[src/rtl/hazard_control_unit_pkg.sv]
// Shared pipeline definitions for the hazard control unit: FSM encoding,
// the architectural zero register and the bundled control-output struct.
package hazard_control_unit_pkg;

  typedef enum logic {
    ST_RUN    = 1'b0,
    ST_MULDIV = 1'b1
  } hcu_state_e;

  localparam logic [4:0] REG_ZERO = 5'd0;

  typedef struct packed {
    logic pc_write;
    logic if_id_write;
    logic id_ex_write;
    logic if_id_flush;
    logic id_ex_flush;
    logic ex_mem_bubble;
    logic muldiv_busy;
    logic muldiv_done;
  } hcu_ctrl_t;

  // Free-running pipeline: everything advances, nothing is squashed.
  localparam hcu_ctrl_t CTRL_DEFAULT = '{
    pc_write:      1'b1,
    if_id_write:   1'b1,
    id_ex_write:   1'b1,
    if_id_flush:   1'b0,
    id_ex_flush:   1'b0,
    ex_mem_bubble: 1'b0,
    muldiv_busy:   1'b0,
    muldiv_done:   1'b0
  };

  // Held in reset: freeze fetch and fill every downstream stage with bubbles.
  localparam hcu_ctrl_t CTRL_RESET = '{
    pc_write:      1'b0,
    if_id_write:   1'b0,
    id_ex_write:   1'b0,
    if_id_flush:   1'b1,
    id_ex_flush:   1'b1,
    ex_mem_bubble: 1'b1,
    muldiv_busy:   1'b0,
    muldiv_done:   1'b0
  };

endpackage

[src/rtl/hazard_control_unit_load_use_detect.sv]
// Combinational load-use detector: a load in EX whose non-zero destination
// feeds either source of the instruction currently in ID.
module load_use_detect
  import hazard_control_unit_pkg::*;
(
  input  logic       mem_read,
  input  logic [4:0] rd,
  input  logic [4:0] rs1,
  input  logic [4:0] rs2,
  output logic       hazard
);

  assign hazard = mem_read && (rd != REG_ZERO) && ((rd == rs1) || (rd == rs2));

endmodule

[src/rtl/hazard_control_unit.sv]
// Pipeline hazard control: load-use stalls, taken-branch flushes and a
// two-state FSM that freezes the front end for multi-cycle MUL/DIV ops.
module hazard_control_unit
  import hazard_control_unit_pkg::*;
#(
  parameter int MULDIV_CYCLES = 4,
  parameter int STALL_CNT_W   = 16
) (
  input  logic                   clk,
  input  logic                   rst,
  input  logic                   ID_EX_MemRead,
  input  logic [4:0]             ID_EX_RegisterRd,
  input  logic [4:0]             IF_ID_RegisterRs1,
  input  logic [4:0]             IF_ID_RegisterRs2,
  input  logic                   EX_BranchTaken,
  input  logic                   EX_MulDivStart,
  output logic                   PCWrite,
  output logic                   IF_ID_Write,
  output logic                   ID_EX_Write,
  output logic                   IF_ID_Flush,
  output logic                   ID_EX_Flush,
  output logic                   EX_MEM_Bubble,
  output logic                   MulDivBusy,
  output logic                   MulDivDone,
  output logic [STALL_CNT_W-1:0] StallCount
);

  localparam int CNT_W = (MULDIV_CYCLES > 2) ? $clog2(MULDIV_CYCLES) : 1;

  hcu_state_e             state_q, state_d;
  logic [CNT_W-1:0]       cnt_q, cnt_d;
  logic [STALL_CNT_W-1:0] stall_cnt_q, stall_cnt_d;
  hcu_ctrl_t              ctrl;
  logic                   load_use;

  load_use_detect u_load_use_detect (
    .mem_read (ID_EX_MemRead),
    .rd       (ID_EX_RegisterRd),
    .rs1      (IF_ID_RegisterRs1),
    .rs2      (IF_ID_RegisterRs2),
    .hazard   (load_use)
  );

  always_comb begin
    // NOTE: every signal gets a default first so no path leaves it unassigned
    // (which would infer a latch).
    state_d = state_q;
    cnt_d   = cnt_q;
    ctrl    = CTRL_DEFAULT;

    if (rst) begin
      ctrl = CTRL_RESET;
    end else begin
      unique case (state_q)
        ST_RUN: begin
          if (EX_BranchTaken) begin
            // A taken branch squashes a simultaneous MUL/DIV start and any load-use stall.
            ctrl.if_id_flush = 1'b1;
            ctrl.id_ex_flush = 1'b1;
          end else if (EX_MulDivStart) begin
            ctrl.pc_write      = 1'b0;
            ctrl.if_id_write   = 1'b0;
            ctrl.id_ex_write   = 1'b0;
            ctrl.ex_mem_bubble = 1'b1;
            state_d            = ST_MULDIV;
            cnt_d              = CNT_W'(MULDIV_CYCLES - 2);
          end else if (load_use) begin
            ctrl.pc_write    = 1'b0;
            ctrl.if_id_write = 1'b0;
            ctrl.id_ex_flush = 1'b1;
          end
        end
        ST_MULDIV: begin
          ctrl.pc_write    = 1'b0;
          ctrl.if_id_write = 1'b0;
          ctrl.id_ex_write = 1'b0;
          ctrl.muldiv_busy = 1'b1;
          if (cnt_q == '0) begin
            // Last cycle: let the result move into MEM while the front end stays held.
            ctrl.muldiv_done = 1'b1;
            state_d          = ST_RUN;
          end else begin
            ctrl.ex_mem_bubble = 1'b1;
            cnt_d              = cnt_q - CNT_W'(1);
          end
        end
        default: state_d = ST_RUN;
      endcase
    end
  end

  always_comb begin
    stall_cnt_d = stall_cnt_q;
    if (!ctrl.pc_write && (stall_cnt_q != '1)) begin
      stall_cnt_d = stall_cnt_q + STALL_CNT_W'(1);
    end
  end

  // NOTE: sequential state uses non-blocking assignments so every flop samples
  // the pre-edge values regardless of statement order.
  always_ff @(posedge clk or posedge rst) begin
    if (rst) begin
      state_q     <= ST_RUN;
      cnt_q       <= '0;
      stall_cnt_q <= '0;
    end else begin
      state_q     <= state_d;
      cnt_q       <= cnt_d;
      stall_cnt_q <= stall_cnt_d;
    end
  end

  assign PCWrite       = ctrl.pc_write;
  assign IF_ID_Write   = ctrl.if_id_write;
  assign ID_EX_Write   = ctrl.id_ex_write;
  assign IF_ID_Flush   = ctrl.if_id_flush;
  assign ID_EX_Flush   = ctrl.id_ex_flush;
  assign EX_MEM_Bubble = ctrl.ex_mem_bubble;
  assign MulDivBusy    = ctrl.muldiv_busy;
  assign MulDivDone    = ctrl.muldiv_done;
  assign StallCount    = stall_cnt_q;

endmodule

[config.mk]
export PLATFORM = sky130hd
export DESIGN_NAME = hazard_control_unit
export DESIGN_NICKNAME = d
export VERILOG_FILES = /design/src/rtl/hazard_control_unit_pkg.sv /design/src/rtl/hazard_control_unit_load_use_detect.sv /design/src/rtl/hazard_control_unit.sv
export SDC_FILE = /design/constraint.sdc
export NUM_CORES = 1
export LEC_CHECK = 0
export CAP_MARGIN = 20
export CORE_ASPECT_RATIO = 1.25
export CORE_MARGIN = 2
export CORE_UTILIZATION = 65
export CTS_CLUSTER_DIAMETER = 200
export DETAILED_ROUTE_END_ITERATION = 8
export DONT_BUFFER_PORTS = 1
export PLACE_DENSITY = 0.9
export REMOVE_ABC_BUFFERS = 1
export SLEW_MARGIN = 40
export SYNTH_ARGS = -nofsm -noshare
export SYNTH_HDL_FRONTEND = slang
export SYNTH_HIERARCHICAL = 1
export SYNTH_SLANG_ARGS = --single-unit
[constraint.sdc]
create_clock -name clk -period 4.3 [get_ports clk]
set_input_delay 0.43 -clock clk [delete_from_list [all_inputs] [get_ports clk]]
set_output_delay 0.43 -clock clk [all_outputs]
set_load 0.005 [all_outputs]
### Word level (Yosys, flattened, before mapping)

Cells that the tools add are included.

| word-level totals | value |
|---|---|
| register bits | 19 |
| input port bits | 20 |
| logic and storage cells | 42 |

| cells by class | value |
|---|---|
| add/sub/neg operators | 2 |
| eq/ne operators | 6 |
| mux-type cells | 21 |
| bitwise operators | 2 |
| reductions and logical operators | 8 |

Operators with widths:

| cell | number |
|---|---|
| $add 16x1->16 const B | 1 |
| $ne 16x16->1 const B | 1 |
| $mux 2 | 7 |
| $eq 5x5->1 | 2 |
| $mux 1 | 9 |
| $mux 8 | 1 |
| $ne 2x2->1 const B | 3 |
| $pmux 3 s2 | 1 |
| $reduce_bool 5->1 | 1 |
| $pmux 2 s2 | 1 |
| $reduce_and 4->1 | 1 |
| $logic_and 1x1->1 | 3 |
| $mux 3 | 1 |
| $logic_not 2->1 | 1 |
| $not 1->1 | 2 |
| $pmux 1 s2 | 1 |
| $sub 2x1->2 const B | 1 |
| $logic_not 1->1 | 1 |
| $logic_or 1x1->1 | 1 |

### Depth between registers and ports, before layout

| depth | value |
|---|---|
| depth after elaboration | 10 |
| depth in mapped cells | 9 |
| depth with buffers taken out | 8 |

### Modules after synthesis

Netlist, hierarchy kept.

By module, submodules not included:

| module | times used | cells each | area each (um^2) | seq. area each (um^2) |
|---|---|---|---|---|
| hazard_control_unit | 1 | 107 | 1074.8 | 475.5 |
| load_use_detect | 1 | 17 | 125.1 | 0.0 |

### Worst setup path before layout

OpenSTA, ideal clock, no wires.

| path | value |
|---|---|
| path kind | input to register |
| start | input port ID_EX_RegisterRd[0] |
| end | register stall_cnt_q[8] (netlist: StallCount[8]) |
| setup time | 0.125 ns |
| arrival time | 2.092 ns |
| required time | 4.175 ns |
| path slack | 2.083 ns |
| stages | 9 |
| path buffers | 1 |
| path through | xor2_1 nor3_1 nand3_1 a21oi_1 o21bai_2 and2_1 buf_6 or3_1 mux2_4 |

| on the way | value |
|---|---|
| longest elaborated chain between the ends | 10 |

Ends and longest elaborated chain:

| element | line | source |
|---|---|---|
| from (decl) | hazard_control_unit.sv:12 | `input logic [4:0] ID_EX_RegisterRd,` |
| $eq 5x5->1 / $reduce_bool 5->1 (equally long branches) | hazard_control_unit_load_use_detect.sv:13 | `assign hazard = mem_read && (rd != REG_ZERO) && ((rd == rs1) \|\| (rd == rs2));` |
| $logic_or 1x1->1 / $logic_and 1x1->1 (equally long branches) | hazard_control_unit_load_use_detect.sv:13 |  |
| $logic_and 1x1->1 * | hazard_control_unit_load_use_detect.sv:13 |  |
| net load_use | hazard_control_unit.sv:34 | `logic load_use;` |
| $mux 2 * | hazard_control_unit.sv:67 | `end else if (load_use) begin` |
| $mux 2 * | hazard_control_unit.sv:60 | `end else if (EX_MulDivStart) begin` |
| $mux 3 * | hazard_control_unit.sv:56 | `if (EX_BranchTaken) begin` |
| $pmux 3 s2 * | hazard_control_unit.sv:54 | `unique case (state_q)` |
| $mux 8 * | hazard_control_unit.sv:51 | `if (rst) begin` |
| $logic_not 1->1 * | hazard_control_unit.sv:94 | `if (!ctrl.pc_write && (stall_cnt_q != '1)) begin` |
| $logic_and 1x1->1 * | hazard_control_unit.sv:94 |  |
| to (signal assigned) | hazard_control_unit.sv:109 | `stall_cnt_q <= stall_cnt_d;` |
| to (decl) | hazard_control_unit.sv:32 | `logic [STALL_CNT_W-1:0] stall_cnt_q, stall_cnt_d;` |

The timed path passes the listed nets; every way through them passes the cells marked *.
A chain may end at the register's enable or synchronous reset.

### Worst setup path after layout

| path | value |
|---|---|
| start | input port ID_EX_RegisterRd[1] |
| end | output port IF_ID_Write |

| on the way | value |
|---|---|
| longest elaborated chain between the ends | 8 |

Ends and longest elaborated chain:

| element | line | source |
|---|---|---|
| $eq 5x5->1 / $reduce_bool 5->1 (equally long branches) | hazard_control_unit_load_use_detect.sv:13 |  |
| $logic_or 1x1->1 / $logic_and 1x1->1 (equally long branches) | hazard_control_unit_load_use_detect.sv:13 |  |
| $logic_and 1x1->1 * | hazard_control_unit_load_use_detect.sv:13 |  |
| net load_use | hazard_control_unit.sv:34 |  |
| $mux 2 * | hazard_control_unit.sv:67 |  |
| $mux 2 * | hazard_control_unit.sv:60 |  |
| $mux 3 * | hazard_control_unit.sv:56 |  |
| $pmux 3 s2 * | hazard_control_unit.sv:54 |  |
| $mux 8 * | hazard_control_unit.sv:51 |  |
| to (decl) | hazard_control_unit.sv:18 | `output logic IF_ID_Write,` |

Marked as above.

==> results.toml <==
[critical_path]
max_stage_delay_ns = 0.51
worst-path-max-fanout = 7
reg2regPathDepth = 5
critPathArrivalTime_ns = 1.66
startpoint = "ID_EX_RegisterRd[1]"
crit_buf_inv = 0
crit_path_end = "IF_ID_Write"
r2r_start = "StallCount[0]"
rr_endpoint = "StallCount[1]"
start_kind = "input port"
cp.depth = 5
cp_data_required_time_ns = 3.87
worst-setup-path-type = "in -> out"
critical_path.top_delay_family = "simple AND/OR/NAND/NOR gates"
crit_chain = "or4_1 -> o21ai_1 -> a21oi_1 -> o21bai_2 -> and2_1"
regToRegSetupSlack_ns = 2.33
cp_slowest_cell = "or4_1"
cp-end-kind = "primary output"

[detailed_routing]
wl_mm = 2.47
post_drt_wl_per_cell_um = 17.0
drt_iter0_drc = 11
firstDrtPassIters = 4
antenna_left = 0
vias_per_cell = 6.52
remaining_drc_errors = 0
num_vias = 945

[min_path]
hold_path.class = "in -> async"

[floorplanning]
io_pins = 44
die_area_um2 = 2210
start_util_pct = 68.8
rows = 17
fp.dieW_um = 42.4
core_region_area_um2 = 1740
die_h_um = 52.0

[synthesis]
synth-edff-count = 0
synth_area_leaders = "dfrtp_1 40%, xor2_1 7.3%, xnor2_1 5.1%, mux2_2 3.8%, a21oi_1 3.3%"
synth_seq_cells = 19
netlist_instances = 124
ys_seq_area_share_pct = 39.6
async_flop_share_pct = 100
yosysTopAreaCell = "dfrtp_1"
synth_flop_cell = "dfrtp_1"
ys_types = 39
syn_area_um2 = 1200
yosysWarnings = 6
synth_top_area_share_pct = 39.6
synth.avg_cell_area_um2 = 9.68

[timing]
worst_slew_pin_slew_ns = 0.705
fin_crit_ns = 2.09
tns_ns = 0
hold_ws_ns = 0.0215
maxSlewViolCount = 0
min_period_over_period_pct = 48.7
fin_skew_ns = 0.0101
slew_headroom_pct = 52.7
setup_violations = 0
rsz0062_at_grt = "no"
max_freq_mhz = 477
finalHoldViolations = 0

[pwr]
p_sw_share_pct = 40.1
p_int_w = 0.000366
p_sw_w = 0.000245
p_leak_nw = 0.514
ir_worst_vdd_mv = 0.314
seq_power_share_pct = 51.8
power_density_nw_per_um2 = 496
combinationalPowerShare_pct = 33.5
pwr-share-clk_pct = 14.7

[cts]
cts_setup_buffers = 0
numCtsBuffers = 3
clk_latency_ns = 0.30
postCtsHoldBufs = 0
cts_sinks = 19
cts_buffer_depth = 2
htree_levels = 1
cts-root-buf = "clkbuf_4"
cts_tree = "yes"
post_cts_resized = 0
clk_pin_slew_ns = 0.11

[global_route]
grtUsageTotal_pct = 24.5
antenna_found_initial = 0
grt_max_degree = 22
grt_pass1_vias = 990
grt_pass1_wl_mm = 4.09
gr-total-overflow = 0

[place]
place.gp.congestion = 0.819
dp.final_hpwl_mm = 1.95
portBuffers = 0
placed_cell_area_um2 = 1200

[cells_and_area]
final_area_um2 = 1230
syn_to_final_growth_pct = 2.71
antenna-diode-count = 0
layout.nets = 149
drive_above_1_share_pct = 12.7

[run]
drv_cap = 0

[outcome]
status = "completed"
## registers in the layout, summed over array words and instances (netlist names)
register	flops
cnt_q	2
state_q	1
StallCount	16
## worst min-delay path by stage
| stage | start | end | slack (ns) | cells past startpoint |
|---|---|---|---|---|
| after global placement | cnt_q[1] | cnt_q[1] | 0.47 | 1 |
| after global routing | rst | state_q | 0.07 | 1 |
| after CTS | rst | cnt_q[0] | 0.16 | 1 |
| after detailed placement | rst | state_q | 0.49 | 1 |
| after floorplan | rst | StallCount[0] | 0.40 | 1 |
| final | rst | StallCount[6] | 0.02 | 1 |
## stage by stage
stage	total power (W)	cells	setup WS [ns]	util [%]
6_report	0.000611	145	2.21	70.7
5_1_grt	0.000660	145	2.10	70.7
4_1_cts	0.000615	145	2.20	70.7
3_5_place_dp	0.000525	141	1.99	69.1
3_3_place_gp	0.000504	141	2.05	69.1
2_1_floorplan	0.000470	122	2.12	-
## placed cells by master, fill, tap and decap left out, drive strengths merged
cell type / n
a2111oi: 1
a211oi: 1
a21o: 2
a21oi: 8
a31oi: 2
and2: 2
and2b: 2
and3: 4
clkbuf: 3
clkinv: 2
dfrtp: 19
ha: 2
inv: 5
mux2: 5
nand2: 6
nand3: 8
nand4: 5
nand4b: 1
nor2: 10
nor3: 5
nor3b: 3
nor4: 2
o21a: 1
o21ai: 2
o21bai: 1
o22a: 1
o22ai: 1
o311ai: 1
o31ai: 1
or3: 1
or3b: 1
or4: 1
xnor2: 7
xor2: 10
## Yosys cell counts, drive strengths merged, types with 3 or more instances
library cell,count
nand2,6
nand3,8
xor2,10
nor2,10
nor3b,3
nand4,5
mux2,5
dfrtp,19
nor3,5
and3,4
xnor2,7
a21oi,8
inv,6
## area by class of cell
class / count / area [um2]
flip-flops and latches: 19 / 475
clock inverters: 1 / 5.00
well taps: 19 / 23.8
inverters: 6 / 22.5
fillers: 138 / 512
clock buffers: 3 / 22.5
multi-input cells: 97 / 683
## power by group through the flow
stage / clock [W] / sequential, W / combinational, W
6_report: 0.0000899 / 0.000317 / 0.000205
5_1_grt: 0.0000974 / 0.000329 / 0.000234
4_1_cts: 0.0000902 / 0.000319 / 0.000206
3_5_place_dp: 0 / 0.000322 / 0.000204
3_3_place_gp: 0 / 0.000316 / 0.000188
2_1_floorplan: 0 / 0.000300 / 0.000170
## kinds of logic after synthesis
kind of cell | count (synthesis) | share of synthesized area (%)
adders and majority gates | 2 | 2.09
DFF | 19 | 39.6
buffers and inverters | 8 | 3.44
AOI/OAI and AO/OA | 22 | 13.0
muxes | 5 | 5.00
and+or+nand+nor | 51 | 24.4
xor gates and xnor gates | 17 | 12.4
## per-layer routing
metal | vias to the layer above | global-route usage [%] | wire length [um]
li1 | 451 | - | -
met1 | 458 | 26.0 | 909
met2 | 31 | 47.9 | 1370
met3 | 5 | 3.47 | 151
met4 | 0 | 9.38 | 35
met5 | - | 0 | 0
(Power assumes the default switching activity.)
